[src/rtl/tron_input_conditioner.sv]
// Sync/debounce/edge-detect per pin; raw edge to btn_level is 2+DEBOUNCE_CYCLES cycles, press pulse coincident.
// Per-player pending turn applied on tick (turn_applied next cycle); no backpressure, all outputs registered.
module tron_input_conditioner #(
    parameter int                         NUM_PLAYERS     = 2,
    parameter int                         BTN_W           = 3,
    parameter int                         LEFT_IDX        = 0,
    parameter int                         RIGHT_IDX       = 1,
    parameter int                         ACTIVE_LOW      = 1,
    parameter int                         DEBOUNCE_CYCLES = 500000,
    parameter logic [2*NUM_PLAYERS-1:0]   INIT_HEADINGS   = 4'b11_01
) (
    input  logic                           clk,
    input  logic                           reset_n,
    input  logic [NUM_PLAYERS*BTN_W-1:0]   btn_raw,
    input  logic                           tick,
    output logic [NUM_PLAYERS*BTN_W-1:0]   btn_level,
    output logic [NUM_PLAYERS*BTN_W-1:0]   btn_press,
    output logic [2*NUM_PLAYERS-1:0]       heading,
    output logic [NUM_PLAYERS-1:0]         turn_applied
);

    localparam int NB = NUM_PLAYERS * BTN_W;
    localparam int CW = $clog2(DEBOUNCE_CYCLES + 1);
    localparam logic [CW-1:0] CNT_MAX = CW'(DEBOUNCE_CYCLES - 1);

    typedef enum logic [1:0] {
        PEND_NONE  = 2'd0,
        PEND_LEFT  = 2'd1,
        PEND_RIGHT = 2'd2
    } pend_e;

    logic [NB-1:0]              sync1_q, sync1_d;
    logic [NB-1:0]              sync2_q, sync2_d;
    logic [NB-1:0]              level_q, level_d;
    logic [NB-1:0]              press_q, press_d;
    logic [CW-1:0]              cnt_q [NB];
    logic [CW-1:0]              cnt_d [NB];
    pend_e                      pend_q [NUM_PLAYERS];
    pend_e                      pend_d [NUM_PLAYERS];
    logic [2*NUM_PLAYERS-1:0]   heading_q, heading_d;
    logic [NUM_PLAYERS-1:0]     applied_q, applied_d;

    always_comb begin
        sync1_d = (ACTIVE_LOW != 0) ? ~btn_raw : btn_raw;
        sync2_d = sync1_q;
        level_d = level_q;
        for (int i = 0; i < NB; i++) begin
            cnt_d[i] = cnt_q[i];
            if (sync2_q[i] == level_q[i]) begin
                cnt_d[i] = '0;
            end else if (cnt_q[i] == CNT_MAX) begin
                level_d[i] = sync2_q[i];
                cnt_d[i]   = '0;
            end else begin
                cnt_d[i] = cnt_q[i] + 1'b1;
            end
        end
        press_d = level_d & ~level_q;
    end

    // Tick consumes the pending turn first; a request in the same cycle then
    // becomes the new pending turn, so it waits for the following tick.
    always_comb begin
        heading_d = heading_q;
        applied_d = '0;
        for (int p = 0; p < NUM_PLAYERS; p++) begin
            pend_d[p] = pend_q[p];
            if (tick && (pend_q[p] != PEND_NONE)) begin
                if (pend_q[p] == PEND_LEFT) begin
                    heading_d[2*p +: 2] = heading_q[2*p +: 2] - 2'd1;
                end else begin
                    heading_d[2*p +: 2] = heading_q[2*p +: 2] + 2'd1;
                end
                applied_d[p] = 1'b1;
                pend_d[p]    = PEND_NONE;
            end
            if (press_q[p*BTN_W + LEFT_IDX] && !press_q[p*BTN_W + RIGHT_IDX]) begin
                pend_d[p] = PEND_LEFT;
            end else if (press_q[p*BTN_W + RIGHT_IDX] && !press_q[p*BTN_W + LEFT_IDX]) begin
                pend_d[p] = PEND_RIGHT;
            end
        end
    end

    always_ff @(posedge clk) begin
        if (!reset_n) begin
            sync1_q   <= '0;
            sync2_q   <= '0;
            level_q   <= '0;
            press_q   <= '0;
            heading_q <= INIT_HEADINGS;
            applied_q <= '0;
            for (int i = 0; i < NB; i++) begin
                cnt_q[i] <= '0;
            end
            for (int p = 0; p < NUM_PLAYERS; p++) begin
                pend_q[p] <= PEND_NONE;
            end
        end else begin
            sync1_q   <= sync1_d;
            sync2_q   <= sync2_d;
            level_q   <= level_d;
            press_q   <= press_d;
            heading_q <= heading_d;
            applied_q <= applied_d;
            for (int i = 0; i < NB; i++) begin
                cnt_q[i] <= cnt_d[i];
            end
            for (int p = 0; p < NUM_PLAYERS; p++) begin
                pend_q[p] <= pend_d[p];
            end
        end
    end

    assign btn_level    = level_q;
    assign btn_press    = press_q;
    assign heading      = heading_q;
    assign turn_applied = applied_q;

endmodule

[config.mk]
export PLATFORM = sky130hd
export DESIGN_NAME = tron_input_conditioner
export DESIGN_NICKNAME = d
export VERILOG_FILES = /design/src/rtl/tron_input_conditioner.sv
export SDC_FILE = /design/constraint.sdc
export NUM_CORES = 1
export LEC_CHECK = 0
export ABC_AREA = 1
export ABC_CLOCK_PERIOD_IN_PS = 1400
export CAP_MARGIN = 20
export CORE_UTILIZATION = 55
export DETAILED_ROUTE_END_ITERATION = 7
export GPL_TIMING_DRIVEN = 0
export HOLD_SLACK_MARGIN = 0.02
export MAX_ROUTING_LAYER = met4
export PLACE_DENSITY_LB_ADDON = 0.2
export SLEW_MARGIN = 20
export SYNTH_ARGS = -nofsm -noshare
export SYNTH_HDL_FRONTEND = slang
export SYNTH_SLANG_ARGS = --single-unit
[constraint.sdc]
create_clock -name clk -period 1.4 [get_ports clk]
set_input_delay 0.28 -clock clk [delete_from_list [all_inputs] [get_ports clk]]
set_output_delay 0.28 -clock clk [all_outputs]
set_load 0.01 [all_outputs]
==> impl_metrics.json <==
{
  "fp-row-count": 41,
  "gr-usage-all-layers_pct": 25.7,
  "htree_levels": 4,
  "violations": "setup timing",
  "r2r_slack_ns": -0.07,
  "cts_inserted_buffers": 17,
  "worstHoldPathCells": 3,
  "dp_slack_ns": -0.253,
  "worstMarginPinSlew_ns": 0.561,
  "ant_nets": 0,
  "dp.final_hpwl_um": 11100,
  "grt_max_degree": 17,
  "p_sw_w": 0.00189,
  "wirelength_um": 17700,
  "criticalPathCategory": "reg -> reg",
  "fin_nets": 1226,
  "dr.pass1.iters": 7,
  "synth_seq_area_share_pct": 40.1,
  "antenna_found_initial": 0,
  "critical_path.slowest_cell": "dfxtp_1",
  "leakage_nw": 3.35,
  "ys_seq_elements": 148,
  "path_cells": "nand2_1 > nor2_1 > nand3b_1 > o21bai_4 > buf_6 > nor2_2",
  "final_hold_viol_count": 0,
  "drt_iter0_markers": 497,
  "run_status": "finished, violations left",
  "synth.area.top_cells": "dfxtp_1, nand2_1, nor2_1",
  "arrival_ns": 1.79,
  "vias": 7054,
  "cts_sinks": 148,
  "clock_power_share_pct": 53.8,
  "holdWs_ns": 0.174,
  "maxCapViolations": 0,
  "die_w_um": 118,
  "hold-path-endpoint": "pend_q[0][0]$_SDFFE_PN0P_",
  "cts_tree": "built",
  "reg2reg_from": "cnt_q[1][8]$_SDFF_PP0_",
  "grt_first_pass_wirelength_um": 28500,
  "hold_class": "in -> reg",
  "place.gp.congestion": 0.932,
  "power_density_mw_per_mm2": 1010,
  "final_util_pct": 73.6,
  "relSlewSlack_pct": 62.6,
  "finalCritPeriodShare_pct": 105,
  "rsz0062_at_grt": "true",
  "async_reset_ff_share_pct": 0,
  "reg2reg_depth": 6,
  "netlist_area_sq_mm": 0.00739,
  "drcViolationCount": 0,
  "grt_pass1_vias": 6412,
  "fmax_ghz": 0.679,
  "clk_path_buf_depth": 2,
  "setup_viol": 63,
  "cp-start-kind": "flop",
  "fp.dieH_um": 118,
  "diodes": 0,
  "clkTransAtPathRegs_ns": 0.06,
  "p_comb_share_pct": 1.9,
  "io_pins": 27,
  "power.internal_w": 0.00767,
  "worstPathRequired_ns": 1.71,
  "drive_gt1_share_pct": 20.6,
  "critical_path.top_delay_family": "flip-flops",
  "ys.flop_type": "dfxtp_1",
  "synth-edff-count": 0,
  "dieArea_sq_mm": 0.0139,
  "reg2reg_to": "cnt_q[1][5]$_SDFF_PP0_",
  "coreArea_sq_mm": 0.0129,
  "path_buf_inv": 1,
  "endpoint_kind": "flop",
  "io_buffers": 25,
  "synth.most_common_cell": "nand2_1",
  "fillCellCount": 992,
  "cp_max_fo": 6,
  "period_needed_ns": 1.47,
  "initial_core_util_pct": 57.4,
  "finalWorstSetupSlack_ns": -0.0731,
  "syn_avg_cell_area_sq_um": 6.62,
  "area_growth_pct": 28.3,
  "skew_ns": 0.00783,
  "yosys.area.top_type": "dfxtp_1",
  "clock_latency_ns": 0.43,
  "grt-ovfl-total": 0,
  "pwr-share-seq_pct": 44.3,
  "syn_nets": 1132,
  "slew_viol_final": 0,
  "synthTopCellsByCount": "nand2_1, nor2_1, inv_1",
  "worst_path_largest_cell_delay_ns": 0.43,
  "irDropWorstVdd_mv": 0.872,
  "switching_share_pct": 19.7,
  "ys_warn_count": 0,
  "syn_inst": 1117,
  "synth_top_area_share_pct": 40.1,
  "routedWlPerCell_um": 12.7,
  "via_per_inst": 5.05,
  "root_buffer": "clkbuf_16",
  "hold_start": "reset_n",
  "yosysUniqueCellTypes": 32
}
-- flip-flops by register name (all words and copies together) (netlist names) --
| register | cells |
|---|---|
| cnt_q | 114 |
| btn_level | 6 |
| btn_press | 6 |
| turn_applied | 2 |
| sync1_q | 6 |
| sync2_q | 6 |
| heading | 4 |
| pend_q | 4 |
-- worst max-delay path by stage --
| stage | from | to | slack [ns] | cells after the start |
|---|---|---|---|---|
| 2_1_floorplan | cnt_q[5][1]$_SDFF_PP0_ | cnt_q[5][12]$_SDFF_PP0_ | 0.0007 | 7 |
| 3_3_place_gp | cnt_q[4][0]$_SDFF_PP0_ | cnt_q[4][12]$_SDFF_PP0_ | -0.24 | 7 |
| 3_5_place_dp | cnt_q[3][0]$_SDFF_PP0_ | cnt_q[3][2]$_SDFF_PP0_ | -0.25 | 7 |
| 4_1_cts | cnt_q[0][1]$_SDFF_PP0_ | cnt_q[0][5]$_SDFF_PP0_ | -0.004 | 7 |
| 5_1_grt | cnt_q[5][0]$_SDFF_PP0_ | cnt_q[5][12]$_SDFF_PP0_ | -0.15 | 7 |
| 6_report | cnt_q[1][8]$_SDFF_PP0_ | cnt_q[1][5]$_SDFF_PP0_ | -0.07 | 6 |
-- layer usage --
metal	GRT usage, %	up-vias	wire [um]
met1	30.9	3206	7820
met5	-	-	0
li1	-	3637	-
met4	8.17	0	397
met3	5.81	36	767
met2	42.4	175	8680
-- kinds of logic (layout without fill, tap and decap cells) --
family	Yosys count	count (layout)	share of synthesized area [%]
AOI/OAI and AO/OA	62	62	5.11
xor gates and xnor gates	54	54	6.40
adders and majority gates	6	6	1.02
buffers and inverters	165	272	8.97
DFF	148	148	40.1
and+or+nand+nor	682	682	38.4
-- power by group through the flow --
stage,Combinational [W],Clock [W],Sequential (W)
floorplan,0.0000792,0,0.00434
global placement,0.000128,0,0.00434
detailed placement,0.000130,0,0.00434
CTS,0.000163,0.00521,0.00424
global route,0.000196,0.00540,0.00424
finish,0.000181,0.00514,0.00424
-- tightest hold or removal path, delay by kind of cell --
family                 cells  cell delay (ns)
buffers and inverters      1             0.15
AO/OA/AOI/OAI              2             0.12
-- final cells by class --
class,instances,area [sq um],area share [%]
multi-input combinational,804,4240,44.8
sequential,148,3030,31.9
timing repair buffer,75,642,6.77
inverter,154,581,6.12
clock buffer,21,482,5.08
tap,172,215,2.27
clock inverter,11,194,2.05
buffer,11,95.1,1.00
-- cell usage in the layout, fill, tap and decap left out, types with 6 or more instances in the layout --
| cell | instances |
|---|---|
| clkdlybuf4s50_1 | 7 |
| dlygate4sd2_1 | 15 |
| buf_4 | 39 |
| clkbuf_16 | 18 |
| xnor2_1 | 11 |
| nand4_1 | 23 |
| nor2_1 | 196 |
| xor2_1 | 43 |
| dfxtp_2 | 30 |
| o21ai_1 | 6 |
| inv_2 | 6 |
| nand2_2 | 6 |
| nand3_1 | 72 |
| nor3_1 | 7 |
| a21oi_1 | 19 |
| o21ai_0 | 13 |
| buf_6 | 17 |
| nand2_1 | 283 |
| dfxtp_1 | 111 |
| dfxtp_4 | 7 |
| nor2_2 | 45 |
| inv_1 | 147 |
| a21oi_2 | 16 |
| nor2_4 | 21 |
| ha_4 | 6 |
-- metrics by stage --
step / TNS [ns] / instance area [sq um] / power [W] / instances
after global routing: -8.04 / 9480 / 0.00984 / 1396
final: -2.16 / 9480 / 0.00956 / 1396
after floorplan: 0 / 7450 / 0.00441 / 1117
after CTS: -0.00373 / 8950 / 0.00961 / 1377
after global placement: -15.68 / 7920 / 0.00447 / 1314
after detailed placement: -16.90 / 7920 / 0.00447 / 1314
-- what timing repair did --
item / CTS / global route
gates resized for setup: 66 / 145
buffers inserted: 27 / 19
endpoints found under the setup margin: 129 / 126
gates cloned: 4 / 0
pin swaps: 15 / 30
hold buffers: 0 / 0
No activity file was read; power rests on OpenSTA's default activity.
